File: config.mk
export PLATFORM = sky130hd
export DESIGN_NAME = brick_health_tracker
export DESIGN_NICKNAME = d
export VERILOG_FILES = /design/src/rtl/brick_health_tracker_pkg.sv /design/src/rtl/brick_health_ram.sv /design/src/rtl/brick_health_tracker.sv
export SDC_FILE = /design/constraint.sdc
export NUM_CORES = 1
export LEC_CHECK = 0
export ABC_AREA = 0
export BUFFER_PORTS_ARGS = -buffer_cell sky130_fd_sc_hd__clkbuf_2
export CAP_MARGIN = 20
export CORE_MARGIN = 3
export CORE_UTILIZATION = 46
export DETAILED_ROUTE_END_ITERATION = 10
export PLACE_DENSITY = 0.64
export RECOVER_POWER = 25
export SETUP_SLACK_MARGIN = 0.15
export SYNTH_ARGS = -nofsm -noshare
export SYNTH_HDL_FRONTEND = slang
export SYNTH_SLANG_ARGS = --single-unit
File: constraint.sdc
create_clock -name clk -period 2.6 [get_ports clk]
set_input_delay 0.52 -clock clk [delete_from_list [all_inputs] [get_ports clk]]
set_output_delay 0.52 -clock clk [all_outputs]
set_load 0.005 [all_outputs]
File: src/rtl/brick_health_tracker_pkg.sv
// Shared game constants for the brick tracker and the win checker.
package brick_health_tracker_pkg;
    localparam int BHT_NUM_BRICKS = 32;
    localparam int BHT_HEALTH_W   = 2;
    localparam int BHT_IDX_W      = $clog2(BHT_NUM_BRICKS);
    localparam int BHT_TOTAL_W    = 10;
endpackage

File: src/rtl/brick_health_ram.sv
// Per-brick health store: one write port, one registered read port.
module brick_health_ram
    import brick_health_tracker_pkg::*;
#(
    parameter int DEPTH  = BHT_NUM_BRICKS,
    parameter int ADDR_W = BHT_IDX_W,
    parameter int DATA_W = BHT_HEALTH_W
) (
    input  logic              clk,
    input  logic              i_we,
    input  logic [ADDR_W-1:0] i_waddr,
    input  logic [DATA_W-1:0] i_wdata,
    input  logic [ADDR_W-1:0] i_raddr,
    output logic [DATA_W-1:0] o_rdata
);
    logic [DATA_W-1:0] r_mem [DEPTH];

    always_ff @(posedge clk) begin
        if (i_we) begin
            r_mem[i_waddr] <= i_wdata;
        end
        o_rdata <= r_mem[i_raddr];
    end
endmodule

File: src/rtl/brick_health_tracker.sv
// Brick health tracker: initialises every brick, then applies hits one at
// a time (accept, read, update) and reports health loss and destruction.
module brick_health_tracker
    import brick_health_tracker_pkg::*;
#(
    parameter int NUM_BRICKS = BHT_NUM_BRICKS,
    parameter int HEALTH_W   = BHT_HEALTH_W,
    localparam int IDX_W     = $clog2(NUM_BRICKS)
) (
    input  logic                   clk,
    input  logic                   resetn,
    input  logic [HEALTH_W-1:0]    init_health,
    input  logic                   hit_req,
    input  logic [IDX_W-1:0]       hit_index,
    output logic                   ready,
    output logic                   game_write,
    output logic [BHT_TOTAL_W-1:0] total_health,
    output logic                   brick_destroyed,
    output logic [IDX_W-1:0]       destroyed_index,
    output logic [NUM_BRICKS-1:0]  brick_alive
);
    localparam logic [1:0] S_INIT   = 2'd0;
    localparam logic [1:0] S_IDLE   = 2'd1;
    localparam logic [1:0] S_READ   = 2'd2;
    localparam logic [1:0] S_UPDATE = 2'd3;

    localparam logic [IDX_W-1:0] LAST_IDX = IDX_W'(NUM_BRICKS - 1);

    logic [1:0]             r_state;
    logic [IDX_W-1:0]       r_cnt;
    logic [IDX_W-1:0]       r_idx;
    logic                   r_ready;
    logic                   r_gw;
    logic                   r_bd;
    logic [IDX_W-1:0]       r_didx;
    logic [BHT_TOTAL_W-1:0] r_total;
    logic [NUM_BRICKS-1:0]  r_alive;

    logic                   w_we;
    logic [IDX_W-1:0]       w_waddr;
    logic [HEALTH_W-1:0]    w_wdata;
    logic [HEALTH_W-1:0]    w_rd;
    logic [HEALTH_W-1:0]    w_dec;
    logic                   w_live;

    assign w_live = (w_rd != '0);
    assign w_dec  = w_rd - HEALTH_W'(1);

    // Dead bricks are never written, so health cannot wrap below zero.
    always_comb begin
        w_we    = 1'b0;
        w_waddr = r_cnt;
        w_wdata = init_health;
        if (resetn && r_state == S_INIT) begin
            w_we = 1'b1;
        end else if (resetn && r_state == S_UPDATE && w_live) begin
            w_we    = 1'b1;
            w_waddr = r_idx;
            w_wdata = w_dec;
        end
    end

    brick_health_ram #(
        .DEPTH  (NUM_BRICKS),
        .ADDR_W (IDX_W),
        .DATA_W (HEALTH_W)
    ) u_ram (
        .clk     (clk),
        .i_we    (w_we),
        .i_waddr (w_waddr),
        .i_wdata (w_wdata),
        .i_raddr (r_idx),
        .o_rdata (w_rd)
    );

    always_ff @(posedge clk) begin
        if (!resetn) begin
            r_state <= S_INIT;
            r_cnt   <= '0;
            r_idx   <= '0;
            r_ready <= 1'b0;
            r_gw    <= 1'b0;
            r_bd    <= 1'b0;
            r_didx  <= '0;
            r_total <= '0;
            r_alive <= '0;
        end else begin
            r_gw <= 1'b0;
            r_bd <= 1'b0;
            case (r_state)
                S_INIT: begin
                    r_total <= r_total + BHT_TOTAL_W'(init_health);
                    r_alive[r_cnt] <= (init_health != '0);
                    r_cnt <= r_cnt + IDX_W'(1);
                    if (r_cnt == LAST_IDX) begin
                        r_state <= S_IDLE;
                        r_ready <= 1'b1;
                    end
                end
                S_IDLE: begin
                    if (hit_req) begin
                        r_idx   <= hit_index;
                        r_state <= S_READ;
                        r_ready <= 1'b0;
                    end
                end
                S_READ: begin
                    r_state <= S_UPDATE;
                end
                S_UPDATE: begin
                    r_state <= S_IDLE;
                    r_ready <= 1'b1;
                    if (w_live) begin
                        r_gw <= 1'b1;
                        r_alive[r_idx] <= (w_dec != '0);
                        if (w_dec == '0) begin
                            r_bd   <= 1'b1;
                            r_didx <= r_idx;
                        end
                    end
                end
                default: r_state <= S_INIT;
            endcase
        end
    end

    assign ready           = r_ready;
    assign game_write      = r_gw;
    assign brick_destroyed = r_bd;
    assign destroyed_index = r_didx;
    assign total_health    = r_total;
    assign brick_alive     = r_alive;
endmodule

=== After elaboration in Yosys (flattened, before gate mapping) ===
Memories as Yosys holds them, arrays and structs flattened. A register that Yosys moved wholly into a read port is not among the register bits.
Cells that the tools add are included.

* Logic and storage cells: 67
* Bits in writable memories: 64
* Register bits: 62
* Bits of input ports: 10
* Memories: 1
* Output and inout port bits: 50

* Muxes and demuxes: 24
* Order comparisons: 4
* Eq/ne operators: 7
* Reduce and logical (&&, ||, !) cells: 19
* $add $sub $neg: 3

{| class="wikitable"
|+ Memory list
! memory !! words !! width !! read ports !! clocked after memory_dff !! write ports !! RTL line !! source
|-
| u_ram.r_mem || 32 || 2 || 1 || 1 || 1 || brick_health_ram.sv:16 || <nowiki>logic [DATA_W-1:0] r_mem [DEPTH];</nowiki>
|}

{| class="wikitable"
|+ Operators with widths
! cell !! count
|-
| bitwise mux 32 bit || 2
|-
| one-hot mux 32 bit (2 select lines) || 1
|-
| 2-to-1 mux 32 bit || 1
|-
| < comparator 5 x 6 -> 1 bit (second input constant) || 2
|-
| adder 10 x 2 -> 10 bit || 1
|-
| demux 1 bit (select 5 bit) || 2
|-
| greater-or-equal comparator 5 x 1 -> 1 bit (second input constant) || 2
|-
| 2-to-1 mux 1 bit || 10
|-
| 2-to-1 mux 5 bit || 2
|-
| AND reduction 3 bit || 3
|-
| 2-to-1 mux 2 bit || 4
|-
| one-hot mux 2 bit (4 select lines) || 1
|-
| AND reduction 2 bit || 4
|-
| nonzero test 2 bit || 4
|-
| adder 5 x 1 -> 5 bit (second input constant) || 1
|-
| equality test 5 bit (second input constant) || 1
|-
| logical AND 1 bit || 5
|-
| equality test 2 bit (second input constant) || 2
|-
| zero test 2 bit || 2
|-
| != test 2 bit (second input constant) || 2
|-
| one-hot mux 1 bit (3 select lines) || 1
|-
| nonzero test 3 bit || 1
|-
| equality test 2 x 1 -> 1 bit (second input constant) || 1
|-
| != test 2 x 1 -> 1 bit (second input constant) || 1
|-
| subtractor 2 x 1 -> 2 bit (second input constant) || 1
|}

=== Depth between registers and ports, before layout ===
Gate-level depths: netlist of run 1.

* Word-level depth: 7
* Depth in mapped cells: 8
* Depth with buffers taken out: 7

=== Cells and area by module ===
Synthesis of run 1 repeated with hierarchy kept, for this count alone.

* Cell total of the unflattened synthesis: 586
* Area total of the unflattened synthesis: 6319.8 um^2

{| class="wikitable"
|+ By module, submodules not included
! module !! cells each !! area an instance (um^2) !! instances !! seq. area each (um^2)
|-
| brick_health_tracker || 401 || 3537.1 || 1 || 1241.2
|-
| brick_health_ram || 185 || 2782.7 || 1 || 1961.9
|}

=== Worst setup path after synthesis of run 1 ===
OpenSTA, ideal clock, no wires.

* Kind: register to register
* Start: reg r_state[0]
* End: mem u_ram.r_mem[0][1] (netlist name) (data pin)
* Buffers on the path: 1
* Stages on the path, launching flop included: 7
* Required time: 2223 ps
* Setup time: 377 ps
* Path slack: 75 ps
* Arrival: 2148 ps
* Clock period less this slack: 2525 ps
* Cell sequence: dfxtp_1 -> inv_1 -> ha_1 -> and4bb_2 -> buf_2 -> nor2_1 -> a21oi_1

* Cells in the longest elaborated chain, start to end: 5
* Elaborated cells between the ends (all ways): 7
* Classes of those cells: 1 x eq/ne; 2 x mux; 4 x reduce/logical

{| class="wikitable"
|+ RTL lines
! what !! RTL line !! source
|-
| from (decl) || brick_health_tracker.sv:29 || <nowiki>logic [1:0] r_state;</nowiki>
|-
| from (signal assigned) || brick_health_tracker.sv:78 || <nowiki>r_state <= S_INIT;</nowiki>
|-
| from (signal assigned) || brick_health_tracker.sv:96 || <nowiki>r_state <= S_IDLE;</nowiki>
|-
| from (signal assigned) || brick_health_tracker.sv:103 || <nowiki>r_state <= S_READ;</nowiki>
|-
| equality test 2 bit || brick_health_tracker.sv:56 || <nowiki>end else if (resetn && r_state == S_UPDATE && w_live) begin</nowiki>
|-
| logical AND 1 bit (2 in a row) || brick_health_tracker.sv:56 ||
|-
| 2-to-1 mux 2 bit || brick_health_tracker.sv:56 ||
|-
| 2-to-1 mux 2 bit * || brick_health_tracker.sv:54 || <nowiki>if (resetn && r_state == S_INIT) begin</nowiki>
|-
| named net u_ram.i_wdata[1] || brick_health_ram.sv:12 || <nowiki>input logic [DATA_W-1:0] i_wdata,</nowiki>
|-
| to (decl) || brick_health_ram.sv:16 ||
|}

The timed path passes the listed nets; every way through them passes the cells marked *.

=== Final worst setup path of run 1 ===
* Start: reg r_state[0]
* End: mem u_ram.r_mem[30][0] (netlist name), enable pin

* Cells in the longest elaborated chain, start to end: 7
* Elaborated cells between the ends (all ways): 11
* Classes of those cells: 1 x eq/ne; 6 x mux; 4 x reduce/logical

{| class="wikitable"
|+ RTL lines
! what !! RTL line !! source
|-
| equality test 2 bit || brick_health_tracker.sv:56 ||
|-
| logical AND 1 bit (2 in a row) || brick_health_tracker.sv:56 ||
|-
| 2-to-1 mux 1 bit || brick_health_tracker.sv:56 ||
|-
| 2-to-1 mux 1 bit || brick_health_tracker.sv:54 ||
|-
| 2-to-1 mux 1 bit || brick_health_ram.sv:19 || <nowiki>if (i_we) begin</nowiki>
|-
| 2-to-1 mux 1 bit (not written as such) || brick_health_ram.sv:20 || <nowiki>r_mem[i_waddr] <= i_wdata;</nowiki>
|}

Parallel ways exist; a longest one is shown, timed or not.

==> results of run 1 <==
-- Yosys cell counts (3+ instances only) --
master / count / area [um^2]
nand3b_1: 14 / 105
inv_1: 12 / 45.0
nor2b_1: 3 / 18.8
nand2b_1: 7 / 43.8
a211oi_1: 3 / 22.5
nand4_1: 3 / 18.8
nand3_1: 14 / 70.1
buf_6: 4 / 45.0
ha_1: 13 / 163
nor3_1: 4 / 20.0
o221ai_1: 4 / 35.0
xor2_1: 8 / 70.1
dfxtp_1: 64 / 1280
o32a_1: 29 / 290
o32ai_1: 8 / 70.1
buf_4: 3 / 22.5
a311oi_2: 3 / 45.0
o22ai_1: 32 / 200
nor2_1: 64 / 240
mux2_2: 8 / 90.1
o21ai_0: 8 / 40.0
nand2_1: 11 / 41.3
buf_2: 20 / 100
a311oi_1: 23 / 201
mux2i_1: 37 / 370
or3_1: 5 / 31.3
clkbuf_1: 25 / 93.8
mux4_2: 4 / 90.1
edfxtp_1: 64 / 1920
a21oi_1: 38 / 190
or3b_1: 8 / 70.1
-- logic make-up (layout without fill, tap and decap cells) --
logic type,after synthesis,in the layout,synth area share [%]
AO/OA/AOI/OAI,154,154,18.3
XOR/XNOR,10,10,1.40
adder cells (fa/ha/maj),14,14,2.92
buffers and inverters,67,121,5.07
flip-flops,128,128,51.1
multiplexers,49,49,8.79
AND/OR/NAND/NOR,146,146,12.3
-- area by class of cell --
class,instances,area share (%)
inverters,13,0.674
multi-input cells,373,38.0
repair buffers,76,5.43
well taps,172,2.97
flip-flops and latches,128,44.3
clock buffers,24,6.95
clock inverters,8,1.69
-- per-layer routing --
layer  up-vias  GRT usage [%]
li1       2283              -
met1      2349           28.6
met2       199           34.0
met3        27           5.35
met4         0           8.33
met5         -              0
-- critical path, delay by kind of cell (launching register included) --
family / cells / cell delay [ps]
and+or+nand+nor: 3 / 1170
muxes: 1 / 130
DFF: 1 / 390
buffers and inverters: 1 / 80
adders and majority gates: 1 / 260
-- sequential cells by signal, summed over array words and instances (netlist names) --
register / flops
u_ram.o_rdata: 2
r_cnt: 5
total_health: 10
brick_destroyed: 1
r_state: 2
r_idx: 5
game_write: 1
destroyed_index: 5
u_ram.r_mem: 64
brick_alive: 32
ready: 1
-- layout by cell type, fill, tap and decap left out, drive strengths merged, types with 2 or more instances in the layout --
| cell | n |
|---|---|
| a211oi | 3 |
| a21oi | 38 |
| a222oi | 2 |
| a311oi | 26 |
| and3 | 2 |
| buf | 17 |
| bufinv | 3 |
| clkbuf | 83 |
| clkinv | 2 |
| dfxtp | 64 |
| edfxtp | 64 |
| ha | 13 |
| inv | 15 |
| mux2 | 8 |
| mux2i | 37 |
| mux4 | 4 |
| nand2 | 11 |
| nand2b | 7 |
| nand3 | 14 |
| nand3b | 14 |
| nand4 | 3 |
| nor2 | 64 |
| nor2b | 3 |
| nor3 | 4 |
| o21ai | 8 |
| o221ai | 4 |
| o22ai | 32 |
| o31ai | 2 |
| o32a | 29 |
| o32ai | 8 |
| or2 | 2 |
| or3 | 5 |
| or3b | 8 |
| xnor2 | 2 |
| xor2 | 8 |
-- how the worst max path moves through the flow --
stage,from,endpoint,slack [ps],cells past startpoint
2_1_floorplan,r_state[0]$_SDFFE_PN0P_,u_ram.r_mem[0][1]$_DFFE_PP_,510,6
3_3_place_gp,r_state[0]$_SDFFE_PN0P_,u_ram.r_mem[17][1]$_DFFE_PP_,280,6
3_5_place_dp,r_state[0]$_SDFFE_PN0P_,u_ram.r_mem[25][0]$_DFFE_PP_,230,6
4_1_cts,r_state[0]$_SDFFE_PN0P_,u_ram.r_mem[25][1]$_DFFE_PP_,230,6
5_1_grt,r_state[0]$_SDFFE_PN0P_,u_ram.r_mem[14][0]$_DFFE_PP_,170,6
6_report,r_state[0]$_SDFFE_PN0P_,u_ram.r_mem[30][0]$_DFFE_PP_,260,6
-- repair_timing --
action | CTS | global route
gates resized for setup | 0 | 1
setup endpoints to repair | 0 | 32
buffers inserted | 0 | 1
-- where the power goes --
| part | total [W] | internal [W] | switching [W] |
|---|---|---|---|
| registers | 0.00240 | 0.00226 | 0.000140 |
| clock network | 0.00248 | 0.00164 | 0.000835 |
| logic | 0.00134 | 0.000477 | 0.000862 |
-- through the flow --
step	std cells	power, W
global placement	761	0.00372
floorplan	568	0.00342
global route	794	0.00652
CTS	793	0.00625
finish	794	0.00622
detailed placement	761	0.00375
==> flow_summary.json, run 1 <==
{
  "globalplace.congestion": 0.797,
  "whs_endpoint": "r_idx[1]$_SDFFE_PN0P_",
  "firstDrtPassIters": 6,
  "first_iter_violations": 530,
  "cts_tree": "yes",
  "peakVddDrop_v": 0.000512,
  "p_per_area_nw_per_um2": 859,
  "clkTransAtPathRegs_ps": 60,
  "arrival_ps": 2440,
  "routed-wl-met2_um": 7410,
  "wl_per_cell_um": 19.4,
  "wl_met1_um": 6680,
  "die_w_um": 123,
  "vias": 4858,
  "synth_flop_cell": "edfxtp_1",
  "route.met3.wl_um": 980,
  "syn_inst": 568,
  "path_cells": "inv_1 -> ha_1 -> and4bb_2 -> mux2i_1 -> or3_1 -> nor2_1",
  "ff2ff_path_depth": 6,
  "multi_input_area_um2": 2750,
  "start_util_pct": 48.3,
  "synth_seq_cells": 128,
  "hold_buffers": 0,
  "clock_latency_ps": 420,
  "finalWorstSetupSlack_ps": 264,
  "ys_seq_area_share_pct": 51.1,
  "hold_depth": 3,
  "drt-total-wl_um": 15400,
  "worstSetupPathType": "register to register",
  "syn_nets": 592,
  "synth_area_per_cell_um2": 11.0,
  "status": "completed",
  "routed.top_layer": "met4",
  "final_nets": 633,
  "antenna_found_initial": 0,
  "first_global_vias": 4643,
  "grtUsageTotal_pct": 21.6,
  "viasPerCell": 6.12,
  "cp-start-kind": "register",
  "crit_required_ps": 2700,
  "seq_area_um2": 3200,
  "hold_viol": 0,
  "cts.path.max_buffers": 2,
  "synth_edf_count": 64,
  "clock-sinks": 128,
  "timing.fmax_mhz": 428,
  "drv_cap": 0,
  "ant_nets": 0,
  "antenna_cells": 0,
  "cts_root_buf": "clkbuf_16",
  "async_flop_share_pct": 0,
  "hpwl_um": 10300,
  "max_stage_delay_ps": 580,
  "grt_max_degree": 62,
  "slew_viol_final": 0,
  "syn_area_um2": 6260,
  "timing.slew.headroom_pct": 56.9,
  "worstSetupEndpointType": "register",
  "grt_remaining_overflow": 0,
  "dieArea_um2": 15000,
  "fin_crit_ps": 2340,
  "cp_max_fo": 8,
  "final.setup_skew_ps": 7.95,
  "die_h_um": 123,
  "utilization_pct": 55.8,
  "worstHoldStart": "hit_index[1]",
  "ioPinCount": 60,
  "fin_area_um2": 7240,
  "final.setup.tns_ps": 0,
  "numCtsBuffers": 17,
  "core-area_um2": 13000,
  "post-route-period-util_pct": 89.9,
  "reg2reg_slack_ps": 260,
  "ys_types": 50,
  "fillerInstances": 1112,
  "yosys_warnings": 0,
  "hold_slack_ps": 339,
  "grt_pass1_wl_um": 24800,
  "detail_route.drc_violations": 0,
  "drive_gt1_share_pct": 16.9,
  "worst_pin_slew_ps": 646,
  "rows": 41,
  "place_ws_ps": 232,
  "p_leak_nw": 2.39,
  "r2r_start": "r_state[0]$_SDFFE_PN0P_",
  "hold_path.class": "primary input to register",
  "setup_violations": 0,
  "r2r_end": "u_ram.r_mem[30][0]$_DFFE_PP_",
  "htreeDepth": 4,
  "post_dp_cell_area_um2": 6630,
  "critPathSlowestCell": "or3_1",
  "rsz0062_at_grt": "false",
  "area_growth_pct": 15.6,
  "numPortBuffers": 59
}
No activity file was read; power rests on OpenSTA's default activity.
==> inputs of run 2 (changes only) <==
==> constraint.sdc (replaced) <==
create_clock -name clk -period 2.6 [get_ports clk]
set_input_delay 0.52 -clock clk [delete_from_list [all_inputs] [get_ports clk]]
set_output_delay 0.52 -clock clk [all_outputs]
set_load 0.02 [all_outputs]
==> run 2 against run 1 <==
  * Worst hold slack gained 0.81 ps
  * Die area unchanged
  * Via count fell by 0.33%
  * Cell area is 0.38% lower
  * Global-route usage stayed put
  * Clock skew decreased by 1.7 ps
==> flow_summary.json, run 2 (synthesized netlist as in run 1, its figures left out) <==
{
  "post_dp_cell_area_um2": 6630,
  "rsz0062_at_grt": "false",
  "worst_pin_slew_ps": 640,
  "setup_violations": 0,
  "core-area_um2": 13000,
  "path_cells": "inv_1 -> ha_1 -> and4bb_2 -> mux2i_1 -> or3_1 -> nor2_1",
  "fin_area_um2": 7210,
  "worstSetupPathType": "register to register",
  "critPathSlowestCell": "or3_1",
  "cts_tree": "yes",
  "hold_slack_ps": 340,
  "p_per_area_nw_per_um2": 871,
  "status": "completed",
  "rows": 41,
  "viasPerCell": 6.10,
  "power.switching_w": 0.00190,
  "intPower_w": 0.00438,
  "timing.fmax_mhz": 428,
  "grt_pass1_wl_um": 24800,
  "instances_no_fill": 794,
  "antenna_found_initial": 0,
  "numCtsBuffers": 17,
  "peakVddDrop_v": 0.000511,
  "grtUsageTotal_pct": 21.6,
  "hold_viol": 0,
  "post-route-period-util_pct": 89.8,
  "grt_remaining_overflow": 0,
  "max_stage_delay_ps": 580,
  "firstDrtPassIters": 8,
  "detail_route.drc_violations": 0,
  "slew_viol_final": 0,
  "dp.cells": 761,
  "switching_share_pct": 30.3,
  "clock_latency_ps": 420,
  "timing.slew.headroom_pct": 57.4,
  "wl_per_cell_um": 19.5,
  "clkTransAtPathRegs_ps": 60,
  "crit_required_ps": 2710,
  "drive_gt1_share_pct": 13.3,
  "largest_register_ffs": 64,
  "p_seq_share_pct": 38.3,
  "cts.path.max_buffers": 2,
  "fin_crit_ps": 2340,
  "vias": 4842,
  "power_frac_comb_pct": 22.3,
  "final_common_cell": "edfxtp_1",
  "largest_register": "u_ram.r_mem",
  "final.setup.tns_ps": 0,
  "cp-start-kind": "register",
  "first_iter_violations": 548,
  "worstSetupEndpointType": "register",
  "area_growth_pct": 15.2,
  "arrival_ps": 2440,
  "hold_path.class": "primary input to register",
  "p_clk_share_pct": 39.4,
  "drv_cap": 0,
  "die_w_um": 123,
  "antenna_cells": 0,
  "ioPinCount": 60,
  "numPortBuffers": 59,
  "cp_max_fo": 8,
  "start_util_pct": 48.3,
  "cts_root_buf": "clkbuf_16",
  "grt_max_degree": 62,
  "ant_nets": 0,
  "final.setup_skew_ps": 6.26,
  "clock-sinks": 128,
  "hold_buffers": 0,
  "drt-total-wl_um": 15500,
  "mostFrequentLayoutCells": "edfxtp_1, nor2_1, dfxtp_1",
  "final_nets": 633,
  "htreeDepth": 4,
  "globalplace.congestion": 0.797,
  "dieArea_um2": 15000,
  "hpwl_um": 10300,
  "p_leak_nw": 2.31,
  "first_global_vias": 4643,
  "die_h_um": 123
}
## run 2: cell counts in the layout (fill, tap and decap cells not counted)
Identical to the previous run, type by type.
## run 2: worst paths after layout
kind | startpoint | end | slack (ps) | cells after the start
worst min register to register | ready$_SDFFE_PN0P_ | ready$_SDFFE_PN0P_ | 470 | 2
worst max-delay path | r_state[0]$_SDFFE_PN0P_ | u_ram.r_mem[6][0]$_DFFE_PP_ | 260 | 6
worst max register to register | r_state[0]$_SDFFE_PN0P_ | u_ram.r_mem[6][0]$_DFFE_PP_ | 260 | 6
worst min-delay path | hit_index[1] | r_idx[1]$_SDFFE_PN0P_ | 340 | 3
## run 2: metal layers
layer / vias to the layer above / wire length, um / track usage (%)
met5: - / 0 / 0
met4: 0 / 343 / 8.33
met3: 27 / 952 / 5.35
met2: 179 / 7430 / 34.0
met1: 2355 / 6740 / 28.6
li1: 2281 / - / -
## run 2: through the flow
step | setup slack [ps] | total power (W) | utilization (%)
2_1_floorplan | 507 | 0.00348 | -
4_1_cts | 235 | 0.00631 | 55.9
5_1_grt | 171 | 0.00658 | 55.6
6_report | 264 | 0.00628 | 55.6
3_3_place_gp | 277 | 0.00379 | 51.1
3_5_place_dp | 232 | 0.00382 | 51.1
## run 2: power by group through the flow
stage                     registers [W]  logic [W]  clock network, W
final                           0.00241    0.00140           0.00247
after global routing            0.00243    0.00154           0.00261
after CTS                       0.00240    0.00138           0.00252
after detailed placement        0.00244    0.00137                 0
after global placement          0.00244    0.00135                 0
after floorplan                 0.00245    0.00103                 0
## run 2: layout make-up
class                           count  area (um^2)
Clock inverter                      8          123
Multi-Input combinational cell    373         2750
Clock buffer                       24          503
Timing Repair Buffer               76          365
Sequential cell                   128         3200
Inverter                           13         48.8
Fill cell                        1113         5770
Tap cell                          172          215
## run 2: worst max-delay path, delay by kind of cell (launching register included)
family                     cells  cell delay (ps)
adders and majority gates      1              260
buffers and inverters          1               80
DFF                            1              390
muxes                          1              130
and+or+nand+nor                3             1170
## run 2: repair_timing
item | in CTS | in global routing
setup endpoints to repair | 0 | 32
resized for setup | 0 | 1
buffers inserted | 0 | 1
==> inputs of run 3 (changes only) <==
- CORE_UTILIZATION: 46 -> 48
- PLACE_DENSITY: 0.64 -> 0.66
- REMOVE_ABC_BUFFERS: default -> 1
==> run 3 against run 2 <==
  * Utilization is 1.4 points higher
  * Final cell count stayed put
  * Clock skew is 0.89 ps higher
  * Via count stayed put
  * Sequential share of layout area hardly changed
  * Cell area hardly changed
  * Register-to-register slack better by 40 ps
  * Critical endpoint is now u_ram.r_mem[25][1]$_DFFE_PP_
  * Largest cell class unchanged
  * Largest power group unchanged
==> flow_summary.json, run 3 (synthesized netlist as in run 1, its figures left out) <==
{
  "ioPinCount": 60,
  "r2r_end": "u_ram.r_mem[25][1]$_DFFE_PP_",
  "setup_violations": 0,
  "p_leak_nw": 2.31,
  "rows": 41,
  "numCtsBuffers": 17,
  "largest_register_ffs": 64,
  "timing.slew.headroom_pct": 55.2,
  "finalWorstSetupSlack_ps": 303,
  "hpwl_um": 9910,
  "peakVddDrop_v": 0.000447,
  "wl_per_cell_um": 19.0,
  "detail_route.drc_violations": 0,
  "die_w_um": 120,
  "post-route-period-util_pct": 88.4,
  "timing.fmax_mhz": 435,
  "fillerInstances": 1119,
  "hold_buffers": 0,
  "worstSetupEndpointType": "register",
  "rsz0062_at_grt": "false",
  "final_common_cell": "edfxtp_1",
  "status": "completed",
  "worst_pin_slew_ps": 672,
  "mostFrequentLayoutCells": "edfxtp_1, nor2_1, dfxtp_1",
  "final_nets": 633,
  "arrival_ps": 2400,
  "p_per_area_nw_per_um2": 862,
  "cts.path.max_buffers": 2,
  "cp_max_fo": 8,
  "first_iter_violations": 592,
  "grt_max_degree": 62,
  "drv_cap": 0,
  "grt_pass1_wl_um": 24800,
  "clkTransAtPathRegs_ps": 60,
  "grtUsageTotal_pct": 21.5,
  "viasPerCell": 6.10,
  "firstDrtPassIters": 8,
  "largest_register": "u_ram.r_mem",
  "ff2ff_path_depth": 6,
  "hold_depth": 3,
  "die_h_um": 120,
  "cts_root_buf": "clkbuf_16",
  "clock_latency_ps": 420,
  "antenna_cells": 0,
  "place_ws_ps": 207,
  "reg2reg_slack_ps": 300,
  "dieArea_um2": 14500,
  "ant_nets": 0,
  "grt_remaining_overflow": 0,
  "vias": 4842,
  "hold_viol": 0,
  "final.setup_skew_ps": 7.15,
  "area_growth_pct": 15.2,
  "slew_viol_final": 0,
  "worstSetupPathType": "register to register",
  "worstHoldStart": "hit_index[4]",
  "cts_tree": "yes",
  "hold_slack_ps": 344,
  "drt-total-wl_um": 15100,
  "first_global_vias": 4902,
  "start_util_pct": 49.4,
  "antenna_found_initial": 0,
  "drive_gt1_share_pct": 14.0,
  "cp-start-kind": "register",
  "core-area_um2": 12700,
  "whs_endpoint": "r_idx[4]$_SDFFE_PN0P_",
  "crit_required_ps": 2700,
  "r2r_start": "r_state[0]$_SDFFE_PN0P_",
  "globalplace.congestion": 0.840,
  "hold_path.class": "primary input to register",
  "fin_crit_ps": 2300,
  "htreeDepth": 4,
  "clock-sinks": 128,
  "numPortBuffers": 59
}
==> run 3: per-layer routing <==
metal  part of all wire (%)  routed length [um]  global-route usage [%]  up-vias
li1                       -                   -                       -     2290
met1                     44                6640                    28.2     2363
met2                     48                7300                    35.2      153
met3                    4.8                 723                    4.44       36
met4                    2.7                 400                    8.64        0
met5                      0                   0                       0        -
==> run 3: how the worst max path moves through the flow <==
| stage | end | from | slack [ps] | cells past startpoint |
|---|---|---|---|---|
| after global placement | u_ram.r_mem[1][0]$_DFFE_PP_ | r_state[0]$_SDFFE_PN0P_ | 340 | 6 |
| after floorplan | u_ram.r_mem[0][1]$_DFFE_PP_ | r_state[0]$_SDFFE_PN0P_ | -110 | 5 |
| after detailed placement | u_ram.r_mem[20][1]$_DFFE_PP_ | r_state[0]$_SDFFE_PN0P_ | 210 | 6 |
| final | u_ram.r_mem[25][1]$_DFFE_PP_ | r_state[0]$_SDFFE_PN0P_ | 300 | 6 |
| after CTS | u_ram.r_mem[25][1]$_DFFE_PP_ | r_state[0]$_SDFFE_PN0P_ | 190 | 6 |
| after global routing | u_ram.r_mem[25][1]$_DFFE_PP_ | r_state[0]$_SDFFE_PN0P_ | 140 | 6 |
==> run 3: area by class of cell <==
class,instances,area [um^2],area share [%]
clock buffer,17,425,5.89
clock inverter,15,188,2.60
inverter,13,48.8,0.676
multi-input combinational,373,2760,38.2
sequential,128,3200,44.4
tap,172,215,2.98
timing repair buffer,76,378,5.24
==> run 3: worst max-delay path, cell delays in order (launching register included) <==
cell	delay [ps]
dfxtp_1	380
inv_1	80
ha_1	280
and4bb_2	350
mux2i_2	340
nand3_2	290
nor2_1	270
==> run 3: power by group <==
| part | internal (W) | switching, W | total, W |
|---|---|---|---|
| sequential | 0.00226 | 0.000136 | 0.00240 |
| clock | 0.00139 | 0.00102 | 0.00241 |
| combinational | 0.000479 | 0.000937 | 0.00142 |
| total | 0.00413 | 0.00209 | 0.00622 |
==> run 3: metrics by stage <==
stage | TNS (ps) | power, W | area, um^2 | util [%] | instances
after floorplan | -3900 | 0.00339 | 5990 | - | 514
after global placement | 0 | 0.00377 | 6630 | 52.3 | 760
after detailed placement | 0 | 0.00381 | 6630 | 52.3 | 760
after CTS | 0 | 0.00623 | 7250 | 57.2 | 792
after global routing | 0 | 0.00650 | 7220 | 57.0 | 794
final | 0 | 0.00622 | 7220 | 57.0 | 794
==> run 3: what timing repair did <==
action,4_1_cts,5_1_grt
resized for setup,0,3
endpoints found under the setup margin,0,58
setup buffers,0,2
